### config.mk
export PLATFORM = sky130hd
export DESIGN_NAME = quad_decoder
export DESIGN_NICKNAME = d
export VERILOG_FILES = /design/src/rtl/counter_pkg.sv /design/src/rtl/quad_filter.sv /design/src/rtl/quad_decoder.sv
export SDC_FILE = /design/constraint.sdc
export NUM_CORES = 1
export LEC_CHECK = 0
export BUFFER_PORTS_ARGS = -buffer_cell sky130_fd_sc_hd__buf_2
export CORE_UTILIZATION = 57
export CTS_CLUSTER_SIZE = 10
export DETAILED_ROUTE_END_ITERATION = 8
export PLACE_DENSITY_LB_ADDON = 0.15
export SYNTH_ARGS = -nofsm -noshare
export SYNTH_HDL_FRONTEND = slang
export SYNTH_SLANG_ARGS = --single-unit
export TNS_END_PERCENT = 20
### constraint.sdc
create_clock -name clk -period 6.05 [get_ports clk]
set_input_delay 1.21 -clock clk [delete_from_list [all_inputs] [get_ports clk]]
set_output_delay 1.21 -clock clk [all_outputs]
set_load 0.05 [all_outputs]
### src/rtl/counter_pkg.sv
// Shared types and constants for the quadrature decoder slice.
// Build option: QUAD_DECODER_ERR_EN enables the sticky illegal-transition flag.
package counter_pkg;

    typedef logic [1:0] quad_state_t;

    localparam logic        DIR_UP    = 1'b0;
    localparam logic        DIR_DOWN  = 1'b1;
    localparam int unsigned DIV_CNT_W = 27;

    typedef enum logic [1:0] {
        MOVE_NONE,
        MOVE_UP,
        MOVE_DOWN,
        MOVE_ILLEGAL
    } quad_move_t;

    // Up order is 00 -> 01 -> 11 -> 10 -> 00; down is the reverse.
    function automatic quad_move_t quad_classify(input quad_state_t prev_s,
                                                 input quad_state_t cur_s);
        quad_move_t mv;
        case ({prev_s, cur_s})
            4'b0001, 4'b0111, 4'b1110, 4'b1000: mv = MOVE_UP;
            4'b0100, 4'b1101, 4'b1011, 4'b0010: mv = MOVE_DOWN;
            4'b0011, 4'b1100, 4'b0110, 4'b1001: mv = MOVE_ILLEGAL;
            default:                            mv = MOVE_NONE;
        endcase
        return mv;
    endfunction

endpackage

### src/rtl/quad_filter.sv
// Per-channel 2-flop synchronizer followed by a FILT_LEN-deep majority-free
// agreement filter sampled on the shared divider tick.
module quad_filter #(
    parameter int unsigned FILT_LEN = 3
) (
    input  logic clk,
    input  logic reset,
    input  logic tick_i,
    input  logic raw_i,
    output logic lvl_o,
    output logic acc_o
);

    localparam logic [3:0] FILL_MAX = 4'(FILT_LEN);

    logic                sync1_q, sync2_q;
    logic [FILT_LEN-1:0] hist_q, hist_d;
    logic [3:0]          fill_q, fill_d;
    logic                lvl_q, lvl_d;
    logic                acc_q, acc_d;

    always_ff @(posedge clk or negedge reset) begin
        if (!reset) begin
            sync1_q <= 1'b0;
            sync2_q <= 1'b0;
        end else begin
            sync1_q <= raw_i;
            sync2_q <= sync1_q;
        end
    end

    // acc flags an agreement only once the history holds FILT_LEN real samples.
    always_comb begin
        hist_d = hist_q;
        fill_d = fill_q;
        lvl_d  = lvl_q;
        acc_d  = 1'b0;
        if (tick_i) begin
            hist_d = {hist_q[FILT_LEN-2:0], sync2_q};
            if (fill_q != FILL_MAX) begin
                fill_d = fill_q + 4'd1;
            end
            if ((hist_d == '0) || (hist_d == '1)) begin
                lvl_d = hist_d[0];
                acc_d = (fill_d == FILL_MAX);
            end
        end
    end

    always_ff @(posedge clk or negedge reset) begin
        if (!reset) begin
            hist_q <= '0;
            fill_q <= '0;
            lvl_q  <= 1'b0;
            acc_q  <= 1'b0;
        end else begin
            hist_q <= hist_d;
            fill_q <= fill_d;
            lvl_q  <= lvl_d;
            acc_q  <= acc_d;
        end
    end

    assign lvl_o = lvl_q;
    assign acc_o = acc_q;

endmodule

### src/rtl/quad_decoder.sv
// Quadrature decoder: sample divider, filtered state tracking and wrap-around counter.
// Build option: define QUAD_DECODER_ERR_EN to implement the sticky err flag.
module quad_decoder
    import counter_pkg::*;
#(
    parameter int unsigned WIDTH    = 4,
    parameter int unsigned DIV      = 1250,
    parameter int unsigned FILT_LEN = 3
) (
    input  logic             clk,
    input  logic             reset,
    input  logic             enable,
    input  logic             clear,
    input  logic             enc_a,
    input  logic             enc_b,
    output logic [WIDTH-1:0] pos,
    output logic             step,
    output logic             dir,
    output logic             err
);

    localparam logic [DIV_CNT_W-1:0] DIV_LAST = DIV_CNT_W'(DIV - 1);

    typedef enum logic {
        PH_INIT,
        PH_TRACK
    } phase_t;

    logic [DIV_CNT_W-1:0] div_q, div_d;
    logic                 tick;
    logic                 lvl_a, lvl_b, acc_a, acc_b;
    quad_state_t          cur_s;
    quad_state_t          prev_q, prev_d;
    phase_t               phase_q, phase_d;
    quad_move_t           move;
    logic [WIDTH-1:0]     pos_q, pos_d;
    logic                 step_q, step_d;
    logic                 dir_q, dir_d;

    assign tick = enable && (div_q == DIV_LAST);

    always_comb begin
        div_d = div_q;
        if (enable) begin
            div_d = tick ? '0 : div_q + DIV_CNT_W'(1);
        end
    end

    always_ff @(posedge clk or negedge reset) begin
        if (!reset) begin
            div_q <= '0;
        end else begin
            div_q <= div_d;
        end
    end

    quad_filter #(.FILT_LEN(FILT_LEN)) u_filt_a (
        .clk    (clk),
        .reset  (reset),
        .tick_i (tick),
        .raw_i  (enc_a),
        .lvl_o  (lvl_a),
        .acc_o  (acc_a)
    );

    quad_filter #(.FILT_LEN(FILT_LEN)) u_filt_b (
        .clk    (clk),
        .reset  (reset),
        .tick_i (tick),
        .raw_i  (enc_b),
        .lvl_o  (lvl_b),
        .acc_o  (acc_b)
    );

    assign cur_s = {lvl_a, lvl_b};
    assign move  = quad_classify(prev_q, cur_s);

`ifdef QUAD_DECODER_ERR_EN
    logic err_q, err_d;
`endif

    always_comb begin
        phase_d = phase_q;
        prev_d  = prev_q;
        pos_d   = pos_q;
        step_d  = 1'b0;
        dir_d   = dir_q;
`ifdef QUAD_DECODER_ERR_EN
        err_d   = err_q;
`endif
        case (phase_q)
            PH_INIT: begin
                // Both channels must hold a fully filled, agreeing history
                // before the first state is trusted as a reference.
                if (acc_a && acc_b) begin
                    prev_d  = cur_s;
                    phase_d = PH_TRACK;
                end
            end
            PH_TRACK: begin
                if (cur_s != prev_q) begin
                    prev_d = cur_s;
                    case (move)
                        MOVE_UP: begin
                            pos_d  = pos_q + WIDTH'(1);
                            dir_d  = DIR_UP;
                            step_d = 1'b1;
                        end
                        MOVE_DOWN: begin
                            pos_d  = pos_q - WIDTH'(1);
                            dir_d  = DIR_DOWN;
                            step_d = 1'b1;
                        end
                        MOVE_ILLEGAL: begin
`ifdef QUAD_DECODER_ERR_EN
                            err_d = 1'b1;
`endif
                        end
                        default: ;
                    endcase
                end
            end
            default: phase_d = PH_INIT;
        endcase
        // Clear wins over a same-cycle step but leaves dir and tracking intact.
        if (clear) begin
            pos_d  = '0;
            step_d = 1'b0;
`ifdef QUAD_DECODER_ERR_EN
            err_d  = 1'b0;
`endif
        end
    end

    always_ff @(posedge clk or negedge reset) begin
        if (!reset) begin
            phase_q <= PH_INIT;
            prev_q  <= '0;
            pos_q   <= '0;
            step_q  <= 1'b0;
            dir_q   <= 1'b0;
        end else begin
            phase_q <= phase_d;
            prev_q  <= prev_d;
            pos_q   <= pos_d;
            step_q  <= step_d;
            dir_q   <= dir_d;
        end
    end

`ifdef QUAD_DECODER_ERR_EN
    always_ff @(posedge clk or negedge reset) begin
        if (!reset) begin
            err_q <= 1'b0;
        end else begin
            err_q <= err_d;
        end
    end
    assign err = err_q;
`else
    assign err = 1'b0;
`endif

    assign pos  = pos_q;
    assign step = step_q;
    assign dir  = dir_q;

endmodule

==> flow_summary.toml, run 1 <==
[cells_and_area]
stdcell_area_sq_um = 3050
seqCellArea_sq_um = 1400
final_layout_size_suffix_gt1_share_pct = 14.3
multi_input_area_sq_um = 1370
fillCellCount = 411
area_growth_pct = 7.35
insertedDiodeCount = 0
final_util_pct = 64.2
nets = 280

[routing]
routed_wl_microns = 4500
drc = 0
wl_per_cell_microns = 13.5
vias_per_cell = 5.55
drtPass1Iterations = 4
num_vias = 1848
antenna_left = 0
drt_iter0_markers = 70

[die]
row_count = 25
core_area_sq_um = 4750
die-width_microns = 72.6
die-area_sq_um = 5270
fp.dieH_microns = 72.6
pin_count = 13
start_util_pct = 59.8

[clock_network]
clk_pin_slew_worst_paths_ns = 0.10
cts_resized = 0
htreeDepth = 2
cts_hold_buf = 0
post_cts_buffers = 0
worstSkewPairLatency_ns = 0.31
cts_tree = "yes"
cts.path.max_buffers = 2
cts_buffers = 5
cts_root_buffer = "clkbuf_8"
clock-sinks = 56

[synthesis]
synth_flop_cell = "dfrtp_1"
syn_nets = 267
avgSynthCellArea_sq_um = 11.3
synth_seq_cells = 56
synth_edf_count = 0
yosysWarnings = 0
synth.cell_area_sq_um = 2840
synthArstFlopShare_pct = 100
synth_cell_type_count = 47
netlist_instances = 252
ys_seq_area_share_pct = 49.3

[worst_setup_path]
reg2reg_setup_slack_ns = 3.41
required_ns = 6.25
critPathArrivalTime_ns = 2.83
r2r_cells = 8
critPathMaxFanout = 8
reg2reg_to = "pos[3]"
start_kind = "flop"
path_class = "reg2reg"
cp_top_family = "compound AO/OA/AOI/OAI gates"
r2r_start = "u_filt_a.lvl_o"
worst_setup_path_end_kind = "flop"
crit_top_cell = "ha_1"
path_buf_inv = 0
cp_slowest_cell = "dfrtp_1"
path_cells = "and2_0, o31a_1, ha_1, ha_1, o211ai_1, a211oi_1, o21ba_2, mux2_2"
max_stage_delay_ns = 0.49

[timing]
finalHoldViolCount = 0
rsz0062_at_grt = "false"
fmax_ghz = 0.379
setup_violations = 0
min_period_over_period_pct = 43.6
maxSlewViolCount = 0
min_period_ns = 2.64
timing.slew.headroom_pct = 53.0
tightestPinTransition_ns = 0.706
fin_worst_skew_ns = 0.00873
finalSetupTns_ns = 0

[global_route]
grt_pass1_vias = 1773
grt_max_degree = 57
antenna_found_initial = 0
grt_overflow = 0
grt_use_total_pct = 19.8
grt_pass1_wl_microns = 8000

[pwr]
switching_share_pct = 27.0
p_per_area_nw_per_um2 = 238
switchingPower_uw = 196
ir_worst_vdd_mv = 0.170
power_uw = 725
p_leak_uw = 0.00145
p_int_uw = 530
pwr-share-clk_pct = 29.1
p_comb_share_pct = 10.4
seq_power_share_pct = 60.5

[placed_design]
dp_hpwl_microns = 3150
gp_congestion = 0.801
placed_area_sq_um = 2950
port_buffers = 11

[status]
status = "finished clean"

[worst_hold_path]
hold-path-endpoint = "u_filt_b.sync2_q"
min_delay_path_depth = 0
hold_path.class = "reg2reg"
hp-start = "u_filt_b.sync1_q"

[flow_run]
cap_violations = 0
cell usage after synthesis (all sizes together), types with 3 or more instances:
cell | n | area share (%)
mux2i | 4 | 1.4
nor2b | 6 | 1.3
xor2 | 12 | 3.7
nor4b | 3 | 2.0
nand2 | 10 | 1.3
o21ai | 5 | 0.88
and3 | 4 | 0.88
nand4 | 14 | 3.6
xnor2 | 24 | 7.4
nand3 | 14 | 2.5
mux2 | 12 | 4.8
nor4 | 3 | 1.4
clkbuf | 3 | 0.44
buf | 3 | 0.79
nor2 | 17 | 2.5
ha | 9 | 4.0
a21oi | 4 | 0.70
inv | 10 | 1.3
dfrtp | 56 | 49
nor3 | 13 | 2.5
layout make-up:
type / count / share of cell area, %
well taps: 67 / 2.75
multi-input cells: 180 / 44.8
repair buffers: 12 / 2.05
flip-flops and latches: 56 / 45.9
clock buffers: 6 / 2.71
clock inverters: 2 / 0.492
inverters: 10 / 1.23
routing by layer:
metal  up-vias  wire [microns]  track usage (%)
met5         -               0                0
met4         0              53             7.19
met3         5             120             4.14
met2        28            2120             33.1
met1       889            2210             25.7
li1        926               -                -
sequential cells by signal, summed over array words and instances, names as in the netlist, 2 cells and up:
name,cells
div_q,27
pos,4
prev_q,2
u_filt_a.fill_q,4
u_filt_a.hist_q,2
u_filt_b.fill_q,4
u_filt_b.hist_q,2
worst max path at each step:
stage,endpoint,slack [ns],from,depth (start not counted)
after global routing,pos[3],3.31,prev_q[1],9
after floorplan,pos[3],3.53,prev_q[1],9
after detailed placement,u_filt_a.fill_q[2],3.26,enable,6
final,pos[3],3.41,u_filt_a.lvl_o,8
after CTS,pos[3],3.40,u_filt_a.lvl_o,8
after global placement,u_filt_a.fill_q[2],3.28,enable,6
layout by cell type, fill, tap and decap left out, types with 4 or more instances in the layout:
cell,instances
dfrtp_1,56
xnor2_1,24
nor2_1,16
nand3_1,14
nand4_1,13
xor2_1,12
nor3_1,12
buf_2,11
nand2_1,10
inv_1,10
mux2_2,10
ha_1,9
nor2b_1,6
clkbuf_8,6
mux2i_1,4
o21ai_0,4
a21oi_1,4
and3_1,4
cell families after synthesis:
family / share of synthesized area (%)
AO/OA/AOI/OAI: 5.37
adder cells (fa/ha/maj): 3.96
buffers and inverters: 2.55
XOR/XNOR: 11.1
flip-flops: 49.3
multiplexers: 6.16
AND/OR/NAND/NOR: 21.4
other: 0.132
stage by stage:
stage               instances  setup slack, ns  hold WS (ns)
finish                    333             3.41         0.356
global route              333             3.31         0.367
CTS                       333             3.40         0.358
detailed placement        325             3.26         0.335
global placement          325             3.28         0.335
floorplan                 252             3.53         0.331
power by group through the flow:
stage               Combinational, uW  Sequential [uW]  Clock (uW)
CTS                              77.2              438         220
floorplan                        58.8              436           0
global placement                 74.8              445           0
global route                     86.5              444         231
detailed placement               77.6              444           0
finish                           75.6              439         211
No activity file was read; power rests on OpenSTA's default activity.
==> run 2, diff against run 1 <==
--- a/config.mk
+++ b/config.mk
@@ -5,6 +5,7 @@
 export SDC_FILE = /design/constraint.sdc
 export NUM_CORES = 1
 export LEC_CHECK = 0
+export ABC_AREA = 1
 export BUFFER_PORTS_ARGS = -buffer_cell sky130_fd_sc_hd__buf_2
 export CORE_UTILIZATION = 57
 export CTS_CLUSTER_SIZE = 10
==> constraint.sdc (replaced) <==
create_clock -name clk -period 2.7 [get_ports clk]
set_input_delay 0.54 -clock clk [delete_from_list [all_inputs] [get_ports clk]]
set_output_delay 0.54 -clock clk [all_outputs]
set_load 0.05 [all_outputs]
==> flow_summary.toml, run 2 <==
[status]
status = "finished clean"

[timing]
finalHoldViolCount = 0
rsz0062_at_grt = "false"
setup_violations = 0
finalSetupTns_ns = 0
fin_worst_skew_ns = 0.0167
min_period_ns = 2.35
fmax_ghz = 0.426
min_period_over_period_pct = 86.9
maxSlewViolCount = 0
hold_slack_ns = 0.211

[pwr]
p_leak_uw = 0.00195
ir_worst_vdd_mv = 0.510
power_uw = 1760
switching_share_pct = 31.1
pwr-share-clk_pct = 27.7
switchingPower_uw = 547
seq_power_share_pct = 56.7
p_comb_share_pct = 15.6
p_per_area_nw_per_um2 = 481
p_int_uw = 1210

[synthesis]
yosys-top-cells-area = "dfrtp_1, nand2_1, inv_1"
avgSynthCellArea_sq_um = 7.21
synth_seq_cells = 56
synth_edf_count = 0
synthArstFlopShare_pct = 100
yosysWarnings = 0
synth_cell_type_count = 30
syn_nets = 493
netlist_instances = 478
synth_fa_ha_area_share_pct = 3.27
synth_most_common_cell = "nand2_1"
synth-compound-area-share_pct = 6.43
yosys.area.top_type = "dfrtp_1"
ys_seq_area_share_pct = 40.7
synth_top_family_by_area = "simple AND/OR/NAND/NOR gates"
synthMuxAreaShare_pct = 0
synthTopCellsByCount = "nand2_1, inv_1, dfrtp_1"
synthSimpleGateAreaFrac_pct = 35.8
synth_flop_cell = "dfrtp_1"
synth_top_area_share_pct = 40.7
synth.cell_area_sq_um = 3450
post_synth_xor_area_fraction_pct = 3.05

[clock_network]
cts_buffers = 5
cts.path.max_buffers = 2
cts_resized = 0
cts_root_buffer = "clkbuf_8"
htreeDepth = 2
clk_pin_slew_worst_paths_ns = 0.11
cts_tree = "yes"
cts_hold_buf = 0
worstSkewPairLatency_ns = 0.31
clock-sinks = 56
post_cts_buffers = 0

[routing]
vias_per_cell = 4.98
drtPass1Iterations = 4
num_vias = 2815
routed_wl_microns = 6400
antenna_left = 0
wl_per_cell_microns = 11.3
drt_iter0_markers = 128
drc = 0

[worst_setup_path]
max_stage_delay_ns = 0.46
path_cells = "nor2_1, a21oi_1, o21ai_0, inv_1, ha_1, inv_1, nand2_1, and2_1, ha_1, a21oi_1, xor2_1, inv_1, nand2_1, nand2_1"
required_ns = 2.91
critPathMaxFanout = 7
cp_slowest_cell = "dfrtp_1"
path_class = "reg2reg"
cp_top_family = "simple AND/OR/NAND/NOR gates"
start_kind = "flop"
reg2reg_setup_slack_ns = 0.35
worst_setup_path_end_kind = "flop"
critPathArrivalTime_ns = 2.56
path_buf_inv = 3

[placed_design]
port_buffers = 11
gp_congestion = 0.885
dp_hpwl_microns = 4830

[global_route]
grt_pass1_vias = 2714
grt_overflow = 0
grt_max_degree = 57
grt_use_total_pct = 23.1
antenna_found_initial = 0
grt_pass1_wl_microns = 11600

[cells_and_area]
final_cell_mix = "nand2_1, inv_1, dfrtp_1"
final_common_cell = "nand2_1"
largest_register_ffs = 27
final_layout_size_suffix_gt1_share_pct = 13.4
nets = 507
area_growth_pct = 6.28
seqCellArea_sq_um = 1400
top_register = "div_q"
insertedDiodeCount = 0
fillCellCount = 515
multi_input_area_sq_um = 1680

[die]
die-area_sq_um = 6360
die-width_microns = 79.8
fp.dieH_microns = 79.8
core_area_sq_um = 5680
pin_count = 13
row_count = 27
start_util_pct = 60.7

[worst_hold_path]
hold_path.class = "in2async"

[flow_run]
cap_violations = 0
-- run 2: kinds of logic (layout without fill, tap and decap cells) --
group	Yosys count	count (layout)
adders and majority gates	9	9
other	1	1
DFF	56	56
xor gates and xnor gates	12	12
and+or+nand+nor	274	274
AOI/OAI and AO/OA	34	34
buffers and inverters	92	107
-- run 2: routing by layer --
| metal | vias to the layer above | track usage (%) | part of all wire, % |
|---|---|---|---|
| li1 | 1496 | - | - |
| met1 | 1271 | 30.3 | 49 |
| met2 | 41 | 39.4 | 46 |
| met3 | 7 | 3.77 | 3.7 |
| met4 | 0 | 6.07 | 1.1 |
| met5 | - | 0 | 0 |
-- run 2: worst reg2reg max path: stages, from the launching register on --
cell and delay (ns):
dfrtp_1 0.46, nor2_1 0.19, a21oi_1 0.06, o21ai_0 0.22
inv_1 0.10, ha_1 0.27, inv_1 0.11, nand2_1 0.07
and2_1 0.14, ha_1 0.17, a21oi_1 0.14, xor2_1 0.16
inv_1 0.05, nand2_1 0.06, nand2_1 0.04
-- run 2: worst paths after layout --
| check | start | end | cells after the start |
|---|---|---|---|
| setup / recovery | prev_q[0] | pos[2] | 14 |
| hold reg to reg | u_filt_b.sync1_q | u_filt_b.sync2_q | 0 |
| setup reg to reg | prev_q[0] | pos[2] | 14 |
| max in group asynchronous | reset | div_q[5] | 2 |
| hold / removal | reset | div_q[23] | 2 |
| min in group clk | enc_b | u_filt_b.sync1_q | 1 |
-- run 2: per-stage QoR --
stage	area [sq um]	cells	util [%]	setup WS [ns]
2_1_floorplan	3450	478	-	0.536
3_3_place_gp	3570	557	62.9	0.505
3_5_place_dp	3570	557	62.9	0.374
4_1_cts	3660	565	64.5	0.360
5_1_grt	3660	565	64.5	0.0822
6_report	3660	565	64.5	0.354
-- run 2: power by group through the flow --
stage                     clock (uW)  combinational [uW]  sequential (uW)
after floorplan                    0                 220              992
after global placement             0                 271             1010
after detailed placement           0                 276             1010
after CTS                        491                 277              997
after global routing             528                 325             1010
final                            487                 274              999
-- run 2: layout make-up --
cell class	count	share of cell area, %
Multi-Input combinational cell	330	45.7
Inverter	87	8.92
Clock buffer	7	2.36
Timing Repair Buffer	12	2.05
Clock inverter	1	0.205
Tap cell	72	2.46
Sequential cell	56	38.3
==> run 3, diff against run 2 <==
--- a/config.mk
+++ b/config.mk
@@ -10,7 +10,8 @@
 export CORE_UTILIZATION = 57
 export CTS_CLUSTER_SIZE = 10
 export DETAILED_ROUTE_END_ITERATION = 8
-export PLACE_DENSITY_LB_ADDON = 0.15
+export PLACE_DENSITY = 0.79
+export SLEW_MARGIN = 20
 export SYNTH_ARGS = -nofsm -noshare
 export SYNTH_HDL_FRONTEND = slang
 export SYNTH_SLANG_ARGS = --single-unit
==> flow_summary.toml, run 3 (synthesized netlist as in run 2, its figures left out) <==
[global_route]
grt_pass1_wl_microns = 11000
grt_pass1_vias = 2550
grt_overflow = 0
grt_use_total_pct = 22.0
antenna_found_initial = 0
grt_max_degree = 36

[timing]
min_period_ns = 2.33
tightestPinTransition_ns = 0.796
timing.slew.headroom_pct = 47.0
finalSetupTns_ns = 0
fmax_ghz = 0.430
min_period_over_period_pct = 86.2
maxSlewViolCount = 0
finalHoldViolCount = 0
fin_worst_skew_ns = 0.0102
rsz0062_at_grt = "false"
setup_violations = 0

[clock_network]
cts.path.max_buffers = 2
post_cts_buffers = 0
cts_hold_buf = 0
cts_resized = 0
clock-sinks = 56
cts_root_buffer = "clkbuf_8"
worstSkewPairLatency_ns = 0.32
cts_buffers = 5
clk_pin_slew_worst_paths_ns = 0.11
cts_tree = "yes"
htreeDepth = 2

[worst_setup_path]
worst_setup_path_end_kind = "flop"
critPathMaxFanout = 7
max_stage_delay_ns = 0.46
reg2reg_setup_slack_ns = 0.37
path_cells = "nor2_1, a21oi_1, o21ai_0, inv_1, ha_1, inv_1, nand2_1, and2_1, ha_1, a21oi_1, xor2_1, inv_1, nand2_1, nand2_1"
critical_path.startpoint = "prev_q[0]"
required_ns = 2.93
critPathArrivalTime_ns = 2.55
reg2reg_to = "pos[2]"
path_class = "reg2reg"
cp_top_family = "simple AND/OR/NAND/NOR gates"
cp_slowest_cell = "dfrtp_1"
r2r_start = "prev_q[0]"
r2r_cells = 14
path_buf_inv = 3
start_kind = "flop"

[routing]
drc = 0
met1Wirelength_microns = 2930
antenna_left = 0
drt_iter0_markers = 148
routed_wl_microns = 6370
num_vias = 2884
wl_per_cell_microns = 11.3
drtPass1Iterations = 4
dr_wl_met2_microns = 3080
routed.top_layer = "met4"
met3WireLength_microns = 297
vias_per_cell = 5.10

[die]
start_util_pct = 60.7
core_area_sq_um = 5680
pin_count = 13
die-width_microns = 79.8
fp.dieH_microns = 79.8
die-area_sq_um = 6360
row_count = 27

[pwr]
p_leak_uw = 0.00195
p_per_area_nw_per_um2 = 480
ir_worst_vdd_mv = 0.385

[placed_design]
placed_area_sq_um = 3560
gp_congestion = 0.887
dp_hpwl_microns = 4810
port_buffers = 11

[cells_and_area]
final_cell_mix = "nand2_1, inv_1, dfrtp_1"
final_util_pct = 64.4
final_common_cell = "nand2_1"
largest_register_ffs = 27
insertedDiodeCount = 0
top_register = "div_q"
area_growth_pct = 6.06
stdcell_area_sq_um = 3650
nets = 508
final_layout_size_suffix_gt1_share_pct = 13.8

[worst_hold_path]
hold_path.class = "in2async"

[status]
status = "finished clean"

[flow_run]
cap_violations = 0
## run 3: area by class of cell
cell class	instances	area, sq um
clock buffers	5	68.8
clock inverters	3	22.5
fillers	520	2020
inverters	87	327
multi-input cells	330	1680
flip-flops and latches	56	1400
well taps	72	90.1
repair buffers	13	70.1
## run 3: metrics by stage
step / total power, uW / worst slack (ns) / hold slack, ns / cells
after floorplan: 1210 / 0.536 / 0.244 / 478
after global placement: 1280 / 0.503 / 0.336 / 558
after detailed placement: 1290 / 0.384 / 0.344 / 558
after CTS: 1770 / 0.364 / 0.315 / 566
after global routing: 1850 / 0.113 / 0.315 / 566
final: 1750 / 0.373 / 0.293 / 566
## run 3: worst max path at each step
stage | end | slack [ns] | cells after the start
floorplan | pos[2] | 0.54 | 15
global route | pos[2] | 0.11 | 14
detailed placement | pos[2] | 0.38 | 14
CTS | pos[2] | 0.36 | 14
finish | pos[2] | 0.37 | 14
global placement | pos[2] | 0.50 | 14
## run 3: power by group
group	leakage (uW)	switching (uW)	internal (uW)
logic	0.00122	176	101
clock network	0.0000485	289	187
registers	0.000686	99.9	902
total	0.00195	565	1190
## run 3: routing by layer
metal  up-vias  track usage, %
met5         -               0
met3         6            4.11
met2        54            37.8
met4         0            5.89
met1      1322            28.5
li1       1502               -
## run 3: worst register-to-register path, cell delays in order, from the launching register on
cell and delay, ns:
dfrtp_1 0.46, nor2_1 0.18, a21oi_1 0.05, o21ai_0 0.22
inv_1 0.10, ha_1 0.27, inv_1 0.11, nand2_1 0.07
and2_1 0.14, ha_1 0.17, a21oi_1 0.14, xor2_1 0.17
inv_1 0.05, nand2_1 0.06, nand2_1 0.04
